--- src/rtl/vend_pkg.sv ---
// Shared types and constants for the vending-machine coin-return path.
package vend_pkg;

   typedef enum logic [2:0] {
      IDLE   = 3'd0,
      SELECT = 3'd1,
      EJECT  = 3'd2,
      DONE   = 3'd3,
      FAULT  = 3'd4
   } disp_state_t;

   typedef enum logic {
      COIN_NICKEL = 1'b0,
      COIN_DIME   = 1'b1
   } coin_t;

   localparam int NICKEL_UNITS = 1;
   localparam int DIME_UNITS   = 2;

endpackage

--- src/rtl/vend_eject_timer.sv ---
// Loadable down-counter guarding the hopper handshake; expired flags the last allowed cycle.
module vend_eject_timer #(
   parameter int W = 4
) (
   input  logic         Clk,
   input  logic         Reset,
   input  logic         i_clr,
   input  logic         i_start,
   input  logic         i_en,
   input  logic [W-1:0] i_load_val,
   output logic         o_expired
);

   logic [W-1:0] r_cnt;

   always_ff @(posedge Clk) begin
      if (Reset || i_clr)
         r_cnt <= '0;
      else if (i_start)
         r_cnt <= i_load_val;
      else if (i_en && r_cnt != '0)
         r_cnt <= r_cnt - W'(1);
   end

   // Count of 1 while enabled means this is the final permitted cycle.
   assign o_expired = i_en && (r_cnt == W'(1));

endmodule

--- src/rtl/vend_change_dispenser.sv ---
// Change dispenser: greedy dime-then-nickel payout with per-coin hopper handshake.
// Optional coin/short statistics ports are built when VEND_DISP_STATS_EN is defined.
module vend_change_dispenser
   import vend_pkg::*;
#(
   parameter int AMT_W         = 6,
   parameter int INV_W         = 8,
   parameter int EJECT_TIMEOUT = 15
) (
   input  logic             Clk,
   input  logic             Reset,
   input  logic             req_valid,
   input  logic [AMT_W-1:0] req_amount,
   output logic             req_ready,
   input  logic             refill_valid,
   input  logic [INV_W-1:0] refill_dimes,
   input  logic [INV_W-1:0] refill_nickels,
   output logic             eject_dime,
   output logic             eject_nickel,
   input  logic             hopper_done,
   output logic             busy,
   output logic             done,
   output logic             short,
   output logic [AMT_W-1:0] residual,
   output logic [INV_W-1:0] dime_inv,
   output logic [INV_W-1:0] nickel_inv,
   output logic             fault
`ifdef VEND_DISP_STATS_EN
   ,
   output logic [15:0]      total_coins,
   output logic [7:0]       shorts
`endif
);

   localparam int TW = $clog2(EJECT_TIMEOUT + 1);

   function automatic logic [INV_W-1:0] sat_add(input logic [INV_W-1:0] a,
                                                input logic [INV_W-1:0] b);
      logic [INV_W:0] s;
      s = {1'b0, a} + {1'b0, b};
      return s[INV_W] ? {INV_W{1'b1}} : s[INV_W-1:0];
   endfunction

   disp_state_t      r_state, w_next;
   coin_t            r_coin, w_coin;
   logic [AMT_W-1:0] r_remaining, w_remaining;
   logic [INV_W-1:0] r_dime_inv, w_dime_inv;
   logic [INV_W-1:0] r_nickel_inv, w_nickel_inv;
   logic             r_short, w_short;
   logic [AMT_W-1:0] r_residual, w_residual;
   logic             r_eject_dime, r_eject_nickel, r_busy, r_done, r_fault, r_req_ready;
   logic             w_tmr_start, w_tmr_en, w_tmr_clr, w_expired, w_coin_out;

   vend_eject_timer #(.W(TW)) u_timer (
      .Clk        (Clk),
      .Reset      (Reset),
      .i_clr      (w_tmr_clr),
      .i_start    (w_tmr_start),
      .i_en       (w_tmr_en),
      .i_load_val (TW'(EJECT_TIMEOUT)),
      .o_expired  (w_expired)
   );

   always_comb begin
      w_next       = r_state;
      w_coin       = r_coin;
      w_remaining  = r_remaining;
      w_dime_inv   = r_dime_inv;
      w_nickel_inv = r_nickel_inv;
      w_short      = r_short;
      w_residual   = r_residual;
      w_tmr_start  = 1'b0;
      w_tmr_en     = 1'b0;
      w_tmr_clr    = 1'b0;
      w_coin_out   = 1'b0;
      case (r_state)
         IDLE: begin
            if (refill_valid) begin
               w_dime_inv   = sat_add(r_dime_inv, refill_dimes);
               w_nickel_inv = sat_add(r_nickel_inv, refill_nickels);
            end
            // The ready flop keeps the first post-reset cycle from accepting.
            if (req_valid && r_req_ready) begin
               w_remaining = req_amount;
               w_short     = 1'b0;
               w_residual  = '0;
               w_next      = SELECT;
            end
         end
         SELECT: begin
            if (r_remaining == '0) begin
               w_short = 1'b0;
               w_next  = DONE;
            end else if (r_remaining >= AMT_W'(DIME_UNITS) && r_dime_inv != '0) begin
               w_coin      = COIN_DIME;
               w_tmr_start = 1'b1;
               w_next      = EJECT;
            end else if (r_nickel_inv != '0) begin
               w_coin      = COIN_NICKEL;
               w_tmr_start = 1'b1;
               w_next      = EJECT;
            end else begin
               w_short    = 1'b1;
               w_residual = r_remaining;
               w_next     = DONE;
            end
         end
         EJECT: begin
            w_tmr_en = 1'b1;
            if (hopper_done) begin
               w_tmr_clr  = 1'b1;
               w_coin_out = 1'b1;
               if (r_coin == COIN_DIME) begin
                  w_dime_inv  = r_dime_inv - INV_W'(1);
                  w_remaining = r_remaining - AMT_W'(DIME_UNITS);
               end else begin
                  w_nickel_inv = r_nickel_inv - INV_W'(1);
                  w_remaining  = r_remaining - AMT_W'(NICKEL_UNITS);
               end
               w_next = SELECT;
            end else if (w_expired) begin
               w_tmr_clr = 1'b1;
               w_next    = FAULT;
            end
         end
         DONE:    w_next = IDLE;
         FAULT:   w_next = FAULT;
         default: w_next = IDLE;
      endcase
   end

   always_ff @(posedge Clk) begin
      if (Reset) begin
         r_state        <= IDLE;
         r_coin         <= COIN_NICKEL;
         r_remaining    <= '0;
         r_dime_inv     <= '0;
         r_nickel_inv   <= '0;
         r_short        <= 1'b0;
         r_residual     <= '0;
         r_eject_dime   <= 1'b0;
         r_eject_nickel <= 1'b0;
         r_busy         <= 1'b0;
         r_done         <= 1'b0;
         r_fault        <= 1'b0;
         r_req_ready    <= 1'b0;
      end else begin
         r_state        <= w_next;
         r_coin         <= w_coin;
         r_remaining    <= w_remaining;
         r_dime_inv     <= w_dime_inv;
         r_nickel_inv   <= w_nickel_inv;
         r_short        <= w_short;
         r_residual     <= w_residual;
         r_eject_dime   <= (w_next == EJECT) && (w_coin == COIN_DIME);
         r_eject_nickel <= (w_next == EJECT) && (w_coin == COIN_NICKEL);
         r_busy         <= (w_next == SELECT) || (w_next == EJECT) || (w_next == DONE);
         r_done         <= (w_next == DONE);
         r_fault        <= (w_next == FAULT);
         r_req_ready    <= (w_next == IDLE);
      end
   end

`ifdef VEND_DISP_STATS_EN
   logic [15:0] r_total_coins;
   logic [7:0]  r_shorts;

   always_ff @(posedge Clk) begin
      if (Reset) begin
         r_total_coins <= '0;
         r_shorts      <= '0;
      end else begin
         if (w_coin_out && r_total_coins != 16'hFFFF)
            r_total_coins <= r_total_coins + 16'd1;
         if (w_next == DONE && w_short && r_shorts != 8'hFF)
            r_shorts <= r_shorts + 8'd1;
      end
   end

   assign total_coins = r_total_coins;
   assign shorts      = r_shorts;
`endif

   assign req_ready    = r_req_ready;
   assign eject_dime   = r_eject_dime;
   assign eject_nickel = r_eject_nickel;
   assign busy         = r_busy;
   assign done         = r_done;
   assign short        = r_short;
   assign residual     = r_residual;
   assign dime_inv     = r_dime_inv;
   assign nickel_inv   = r_nickel_inv;
   assign fault        = r_fault;

endmodule

--- config.mk ---
export PLATFORM = sky130hd
export DESIGN_NAME = vend_change_dispenser
export DESIGN_NICKNAME = d
export VERILOG_FILES = /design/src/rtl/vend_pkg.sv /design/src/rtl/vend_eject_timer.sv /design/src/rtl/vend_change_dispenser.sv
export SDC_FILE = /design/constraint.sdc
export NUM_CORES = 1
export LEC_CHECK = 0
export CORE_ASPECT_RATIO = 1.75
export CORE_UTILIZATION = 31
export DETAILED_ROUTE_END_ITERATION = 10
export GPL_TIMING_DRIVEN = 0
export HOLD_SLACK_MARGIN = 0.03
export REMOVE_ABC_BUFFERS = 1
export SLEW_MARGIN = 10
export SYNTH_ARGS = -nofsm -noshare
export SYNTH_HDL_FRONTEND = slang
export SYNTH_HIERARCHICAL = 1
export SYNTH_SLANG_ARGS = --single-unit
--- constraint.sdc ---
create_clock -name Clk -period 1.94 [get_ports Clk]
set_clock_uncertainty 0.05 [all_clocks]
set_input_delay 0.388 -clock Clk [delete_from_list [all_inputs] [get_ports Clk]]
set_output_delay 0.388 -clock Clk [all_outputs]
set_load 0.02 [all_outputs]
Word-level counts from Yosys, hierarchy flattened

Index checks and enable logic that the tools add are counted.

Register bits: 43
Latch bits: 0
Memory bits (writable): 0
Memories kept: 0
Bits in read-only memories: 0

Magnitude comparators: 1
Multipliers: 0
Add/subtract/negate cells: 7
Shifts and indexed selects: 0
Bitwise logic cells: 1
Equality and inequality tests: 18
Reduce and logical (&&, ||, !) cells: 23
Divide/modulo/power cells: 0
Mux-type cells: 45

Operators by type and width:

| kind                                                                   | count |
|---|---|
| 8-bit two-way mux                                                      | 8 |
| 6-bit two-way mux                                                      | 7 |
| 8-bit case mux with 2 select lines                                     | 2 |
| 6-bit case mux with 2 select lines                                     | 2 |
| 1-bit two-way mux                                                      | 19 |
| 8-bit by 8-bit adder with 9-bit output                                 | 2 |
| 2-bit != test (second input constant)                                  | 8 |
| 8-bit nonzero test                                                     | 2 |
| 8-bit by 1-bit subtractor with 8-bit output (second input constant)    | 2 |
| 3-bit case mux with 4 select lines                                     | 1 |
| 4-bit AND reduction                                                    | 3 |
| 3-bit by 2-bit equality test with 1-bit output (second input constant) | 3 |
| 3-bit two-way mux                                                      | 3 |
| 4-bit two-way mux                                                      | 2 |
| 3-bit by 1-bit equality test with 1-bit output (second input constant) | 2 |
| 3-bit equality test (second input constant)                            | 2 |
| 6-bit by 2-bit >= comparator with 1-bit output (second input constant) | 1 |
| 1-bit logical AND                                                      | 6 |
| 3-bit zero test                                                        | 2 |
| 6-bit zero test                                                        | 1 |
| 3-bit != test (second input constant)                                  | 2 |
| 2-bit nonzero test                                                     | 3 |
| 6-bit by 1-bit subtractor with 6-bit output (second input constant)    | 1 |
| 6-bit by 2-bit subtractor with 6-bit output (second input constant)    | 1 |
| 8 further kinds                                                        | 10 |

Longest topological paths before layout

Gate-level depths: netlist (run 1).

Depth after elaboration: 9
Gate-level depth with buffers: 10
Mapped depth without buffers: 9

Modules after synthesis

The synthesis (run 1) kept the hierarchy.

Modules (own cells, without submodules):

| module                | cells each | times used | area each (µm²) |
|---|---|---|---|
| vend_change_dispenser | 349        | 1          | 2841.5 |
| vend_eject_timer      | 33         | 1          | 270.3 |

Least setup slack after synthesis (run 1)

No wires, ideal clock.

Path type: register to register
Start: register r_nickel_inv[0], in the netlist nickel_inv[0]
End: register r_nickel_inv[2], in the netlist nickel_inv[2]
Library setup time: 115 ps
Cell stages (with the launch flop): 9
Buffers on the path: 0
Required time: 1775 ps
Path slack: -260 ps
Data arrival time: 2035 ps
Path through: dfxtp_1 > ha_1 > inv_1 > fa_1 > nor2b_1 > o31a_1 > nor2_1 > o21a_1 > a2111oi_0

Longest elaborated chain between the ends: 4
Elaborated cells between the ends (all ways): 7
Those cells by class: add/sub: 2; mux: 5

Ends and longest elaborated chain:

| element                                                                                                      | line                                                      | text |
|---|---|---|
| from (decl)                                                                                                  | vend_change_dispenser.sv:48                               | `logic [INV_W-1:0] r_nickel_inv, w_nickel_inv;` |
| from (signal assigned)                                                                                       | vend_change_dispenser.sv:152                              | `r_nickel_inv <= w_nickel_inv;` |
| 8-bit by 1-bit subtractor with 8-bit output / 8-bit by 8-bit adder with 9-bit output (equally long branches) | vend_change_dispenser.sv:117, vend_change_dispenser.sv:40 |  |
| 8-bit two-way mux (on tied branches)                                                                         | vend_change_dispenser.sv:113, vend_change_dispenser.sv:41 |  |
| 8-bit two-way mux (on tied branches)                                                                         | vend_change_dispenser.sv:110, vend_change_dispenser.sv:78 |  |
| 8-bit case mux with 2 select lines *                                                                         | vend_change_dispenser.sv:76                               | `case (r_state)` |

Every way passes the cells marked *; elsewhere a longest branch is shown, timed or not. The select of a mux whose other input is x is not followed.
A chain may end at the register's enable or synchronous reset.

Worst setup path after layout (run 1)

Start: register r_nickel_inv[0], in the netlist nickel_inv[0]
End: register r_nickel_inv[6], in the netlist nickel_inv[6]

Same word-level chain as after synthesis.

==> results of run 1 <==
[kinds of logic (layout without fill, tap and decap cells)]
logic type      count (synthesis)  after routing  share of synthesized area, %
compound gates                115            115                         25.25
xor+xnor                        8              8                         2.252
fa+ha+maj                      27             27                         11.34
buf+inv                        30            113                         4.221
flops                          43             43                         27.66
mux                            10             10                         3.257
other cells                     1              4                        0.1205
simple gates                  148            149                         25.89
[through the flow]
step                      setup WS, ps  instance area, um2  power (mW)  setup TNS (ps)  util (%)
after floorplan                 -328.5                3067       2.751           -3864         -
after global placement          -876.8                3774       3.376          -27010     38.55
after detailed placement        -881.4                3769       3.414          -21670     38.50
after CTS                       -116.3                4375       4.883          -519.4     44.70
after global routing            -116.2                4696       5.587          -914.4     47.97
final                           -59.85                4696       5.255          -269.0     47.97
[power groups by stage]
| stage | logic, mW | clock network, mW | registers (mW) |
|---|---|---|---|
| after floorplan | 1.37 | 0 | 1.38 |
| after global placement | 2.06 | 0 | 1.32 |
| after detailed placement | 2.09 | 0 | 1.32 |
| after CTS | 2.56 | 1.02 | 1.31 |
| after global routing | 3.16 | 1.05 | 1.38 |
| final | 2.91 | 0.996 | 1.35 |
[how the worst min path moves through the flow]
stage / from / endpoint / slack [ps] / cells after the start
after CTS: residual[1] / residual[1] / 410 / 2
after detailed placement: residual[1] / residual[1] / 400 / 2
after global routing: residual[2] / residual[2] / 430 / 2
after floorplan: Reset / dime_inv[5] / 410 / 1
after global placement: residual[0] / residual[0] / 390 / 2
final: residual[2] / residual[2] / 410 / 2
[synth_stat cells (all sizes together), types with 4 or more instances]
library cell / number / area share [%]
nor2b: 8 / 1.6
mux2i: 9 / 2.9
a311o: 5 / 1.6
and3: 5 / 1.0
xor2: 7 / 2.0
nand2: 26 / 3.2
nand3: 6 / 0.97
inv: 20 / 2.4
o22ai: 4 / 0.80
ha: 25 / 10
a21oi: 29 / 4.7
a2111oi: 4 / 1.5
o21ai: 22 / 3.5
a31oi: 6 / 1.2
dfxtp: 43 / 28
buf: 7 / 1.4
nor2: 47 / 6.4
nor4: 7 / 1.4
nor3: 9 / 1.4
nand2b: 13 / 2.6
or3b: 4 / 1.3
o21a: 8 / 1.9
a211oi: 9 / 2.2
nor3b: 4 / 0.97
or3: 4 / 0.80
[critical path: cells and delay by family (launching register included)]
kind,cells,cell delay (ps)
simple gates,1,140
buf+inv,2,180
compound gates,3,400
mux,1,300
fa+ha+maj,2,480
flops,1,370
[cell type report]
| cell class | count | area, um2 | share of cell area, % |
|---|---|---|---|
| Sequential cell | 43 | 899.6 | 19.16 |
| Tap cell | 125 | 156.4 | 3.331 |
| Timing Repair Buffer | 84 | 797.0 | 16.97 |
| Clock buffer | 6 | 138.9 | 2.958 |
| Timing Repair inverter | 1 | 6.256 | 0.1332 |
| Multi-Input combinational cell | 313 | 2575 | 54.84 |
| Inverter | 20 | 87.58 | 1.865 |
| Clock inverter | 2 | 35.03 | 0.7461 |
[routing by layer]
| metal | vias to the layer above | GRT usage [%] | wire length, um |
|---|---|---|---|
| li1 | 1586 | - | - |
| met1 | 1516 | 19.83 | 3654 |
| met2 | 83 | 33.19 | 4876 |
| met3 | 21 | 2.568 | 327 |
| met4 | 0 | 6.289 | 284 |
| met5 | - | 0 | 0 |
[sequential cells by signal, summed over array words and instances, names as in the netlist]
signal         cells
dime_inv           8
nickel_inv         8
r_remaining        6
residual           6
u_timer/r_cnt      4
r_state            3
busy               1
done               1
eject_dime         1
eject_nickel       1
fault              1
r_coin             1
req_ready          1
short              1
[repair_timing]
action                     4_1_cts  5_1_grt
setup endpoints to repair       39       39
setup buffers                   21        8
gates resized for setup         71       60
gates cloned                     2        0
pin swaps                       26       32
==> impl_results.md, run 1 <==
* Worst hold slack at ~410 ps
* Drt first pass iters at 4
* Longest Clk Path Bufs at 2
* Post-Route WL at 9143 um
* Max VDD drop at between 600 and 700 uV
* Cts bufs inserted at 5
* Post-layout nets at around 520
* Total track usage at roughly 18%
* Fill cells at 906
* Most frequent cells in the layout: clkdlybuf4s50_1 (43), nor2_1 (37), dfxtp_1 (28), a21oi_1 (26), nand2_1 (25)
* Layout Cells excl Fill at about 590
* WL per Instance at around 15 um
* # placed instances at 555
* DP Wirelength at 5953 um
* Worst-path clk slew at 60 ps
* Slew @ Worst Pin at 868.9 ps
* P_int at 3.122 mW
* Sw frac at between 40 and 50%
* Status: complete, but fails checks
* Cells after synthesis at 382
* Netlist cell types at ~70
* P&R area growth vs syn at 50.90%
* RR Startpoint: nickel_inv[0]
* Asr flop ratio synth at 0%
* First-pass GRT wire length at 14770 um
* Largest net degree at the start of global routing at 41
* Maximum clock frequency at roughly 500 MHz
* Max cap viols at 0
* DR vias at 3206
* Synth warn at 6
* Sw Pwr at 2.134 mW
* Post-synthesis sequential area ratio at 27.66%
* Post-synth EDFFs at 0
* Critical R2R Capture: nickel_inv[6]
* Port bufs at 55
* Combinational power share at between 50% and 60%
* Detail Route Antenna Nets at 0
* Die area at 0.01046 mm2
* Worst reg-to-reg setup slack at -60 ps
* Ratio of cells with drive above 1 in the final layout at between 20% and 30%
* Die height at ~130 um
* Slew Limit Fails at 0
* Mapped cell area at 0.003112 mm2
* Failing checks: negative setup slack
* Most common cell after layout, fill and taps aside: clkdlybuf4s50_1
* Starting Density at 31.79%
* Initial antenna violation count at 0
* Part of the power in registers at 25.7%
* # H-tree levels at 2
* Final setup margin at -59.85 ps
* Crit path largest cell delay at 370 ps
* Row count at 48
* Vias in the first global route at 3059
* R2R depth at 9
* Gr ovfl total at 0
* Worst min-delay path class: reg -> reg
* Post-synth top flop: dfxtp_1
* CP Class: reg -> reg
* Endpoints failing setup at 11
* Clock power frac at 18.9%
* Rel. slew slack at 42.07%
* Hold-fix buffers, CTS at 0
* Critical-path cell list: ha_4 -> inv_2 -> fa_2 -> nor2b_2 -> o31a_1 -> buf_4 -> o22ai_4 -> mux2_4 -> a21oi_1
* Mean number of vias per cell at 5.397
* Worst EP arrival at 2170 ps
* Pwr dens at around 1100 mW/mm2
* Req. time, crit path at around 2100 ps
* Synthesized area per cell at 8.146 um2
* Die W at 77.74 um
* CP max-delay cell: dfxtp_4
* Setup crit end: nickel_inv[6]
* Fin crit share at 103.1%
* Clk_lat worst skew at just under 300 ps
* Initial drt markers at 137
* Drc violations at 0
* Clock Root Buffer: clkbuf_16
* Period minus WS final at 2000 ps
* CORE AREA at 0.009789 mm2
* Final Hold Fails at 0
* Critical path capture point type: flip-flop
* Antenna fix cells at 0
* RSZ-0062 raised after global routing: true
* I/O pin count at 56
* CP max FO at 2
* CP startpoint: nickel_inv[0]
* P_leak at 1.794 nW
* Critical Path Source Type: flip-flop
* Clk sinks at 43
* Gpl congestion at 0.8338
* CTS tree: yes
* Synth Register Bits at between 40 and 50
Power figures use the tool's default switching activity.
==> inputs of run 2 (changes only) <==
SLEW_MARGIN = 20   (was 10)
==> results of run 2 <==
Final layout, timing and power as in run 1 (identical DEF).
==> inputs of run 3 (changes only) <==
MAX_ROUTING_LAYER = met4   (was default)
==> run 3 against run 2 <==
The run still ends with negative setup slack left. Total power grew 0.15%. Non-clock buffer count is the same. Global-route usage is 0.53 points higher. Utilization up 0.18 points. Clock power about the same. Final area up 0.37%. Flip-flop and latch count did not move. Critical path type unchanged. Largest power group unchanged.
==> impl_results.md, run 3 (synthesized netlist as in run 1, its figures left out) <==
* Initial antenna violation count at 0 (unchanged)
* P&R area growth vs syn at 51.47%
* Pwr dens at 1117 mW/mm2 (-0.22%)
* Req. time, crit path at 2110 ps (about the same)
* Detail Route Antenna Nets at 0 (unchanged)
* Worst hold slack at 406.5 ps (-0.03700 ps)
* Row count at 48 (unchanged)
* Clock Root Buffer: clkbuf_16
* Vias in the first global route at 3052 (-0.23%)
* CP Class: reg -> reg
* Antenna fix cells at 0 (unchanged)
* Largest net degree at the start of global routing at 41 (unchanged)
* Drt first pass iters at 4 (unchanged)
* R2R depth at 9 (unchanged)
* Failing checks: negative setup slack
* WL per Instance at 15.38 um (about the same)
* Total track usage at 18.20% (+0.53 points)
* Fin crit share at 103.1% (about the same)
* Post-Route WL at 9138 um (about the same)
* Layout Cells excl Fill at 594 (unchanged)
* CORE AREA at 0.009789 mm2 (unchanged)
* CTS tree: yes
* Gr ovfl total at 0 (unchanged)
* Die height at 134.5 um (unchanged)
* Reg area at 899.6 um2 (unchanged)
* Period minus WS final at 1999 ps (-0.6679 ps)
* Cts bufs inserted at 5 (unchanged)
* DP Wirelength at 5953 um (unchanged)
* Post-layout nets at 522 (unchanged)
* Most common cell after layout, fill and taps aside: clkdlybuf4s50_1
* Most frequent cells in the layout: clkdlybuf4s50_1 (43), nor2_1 (37), dfxtp_1 (28), a21oi_1 (26), nand2_1 (25)
* RSZ-0062 raised after global routing: true
* I/O pin count at 56 (unchanged)
* Final setup margin at -59.18 ps (+0.6679 ps)
* Fill cells at 905 (-0.11%)
* # placed instances at 555 (unchanged)
* Max cap viols at 0 (unchanged)
* First-pass GRT wire length at 14770 um (about the same)
* Critical path capture point type: flip-flop
* Ratio of cells with drive above 1 in the final layout at 28.57% (+0.43 points)
* Hold path depth at 2 (unchanged)
* Endpoints failing setup at 11 (unchanged)
* Slew @ Worst Pin at 882.7 ps (+13.77 ps)
* Worst EP arrival at 2170 ps (about the same)
* Gpl congestion at 0.8466 (+1.5%)
* Die area at 0.01046 mm2 (unchanged)
* Drc violations at 0 (unchanged)
* Rel. slew slack at 41.15% (-0.92 points)
* Die W at 77.74 um (unchanged)
* DR vias at 3227 (+0.66%)
* Maximum clock frequency at 500.2 MHz (about the same)
* Port bufs at 55 (unchanged)
* P_leak at 1.797 nW (+0.12%)
* Clk sinks at 43 (unchanged)
* Final Hold Fails at 0 (unchanged)
* # H-tree levels at 2 (unchanged)
* Worst min-delay path class: reg -> reg
* Clk_lat worst skew at 290 ps (about the same)
* Starting Density at 31.79% (unchanged)
* Longest Clk Path Bufs at 2 (unchanged)
* Mean number of vias per cell at 5.433 (+0.66%)
* Critical Path Source Type: flip-flop
* Slew Limit Fails at 0 (unchanged)
* CP max FO at 2 (unchanged)
* Worst-path clk slew at 60 ps (about the same)
* Status: complete, but fails checks
* Max VDD drop at 604.9 uV (unchanged)
* Initial drt markers at 164 (+20%)
* Multi-input logic area at 0.002592 mm2 (+0.68%)
[run 3: cell counts in the layout (fill, tap and decap cells not counted)]
Identical to the previous run, type by type.
[run 3: routing by layer]
metal | GRT usage, % | vias up | wire (um)
met1 | 19.95 | 1537 | 3684
met5 | - | - | 0
met3 | 2.432 | 23 | 297
met2 | 33.19 | 80 | 4863
met4 | 6.289 | 0 | 292
li1 | - | 1587 | -
[run 3: area by class of cell]
| class | instances | share of cell area (%) |
|---|---|---|
| multi-input cells | 313 | 55.00 |
| flip-flops and latches | 43 | 19.09 |
| repair buffers | 84 | 16.91 |
| well taps | 125 | 3.318 |
| clock buffers | 6 | 2.947 |
| inverters | 20 | 1.858 |
| clock inverters | 2 | 0.7433 |
| repair inverters | 1 | 0.1327 |
[run 3: path summary, 6_finish.rpt]
path	from	end	slack, ps
setup / recovery	nickel_inv[0]	nickel_inv[6]	-60
hold / removal	residual[2]	residual[2]	410
hold reg to reg	residual[2]	residual[2]	410
setup reg to reg	nickel_inv[0]	nickel_inv[6]	-60
[run 3: repair_timing]
| item | CTS | global route |
|---|---|---|
| hold endpoints to repair | 0 | 0 |
| pin swaps | 26 | 32 |
| gates cloned | 2 | 0 |
| resized for setup | 71 | 63 |
| hold buffers | 0 | 0 |
| setup endpoints to repair | 39 | 39 |
| buffers inserted | 21 | 8 |
[run 3: through the flow]
step | TNS, ps | util [%] | instance area (um2) | setup WS, ps | power, mW
2_1_floorplan | -3864 | - | 3067 | -328.5 | 2.751
3_3_place_gp | -27010 | 38.55 | 3774 | -876.8 | 3.376
3_5_place_dp | -21670 | 38.50 | 3769 | -881.4 | 3.414
4_1_cts | -519.4 | 44.70 | 4375 | -116.3 | 4.883
5_1_grt | -1064 | 48.15 | 4713 | -116.1 | 5.592
6_report | -310.7 | 48.15 | 4713 | -59.18 | 5.263
[run 3: critical path: stages, from the launching register on]
cell     delay (ps)
dfxtp_4         370
ha_4            140
inv_2            30
fa_2            340
nor2b_2         140
o31a_1          200
buf_4           150
o22ai_4          60
mux2_4          300
a21oi_1         140
[run 3: where the power goes]
group          internal, mW  total, mW  switching (mW)  leakage [nW]
registers              1.07       1.35           0.282         0.360
logic                  1.41       2.92            1.51          1.35
clock network         0.640      0.995           0.354        0.0868
total                  3.12       5.26            2.14          1.80
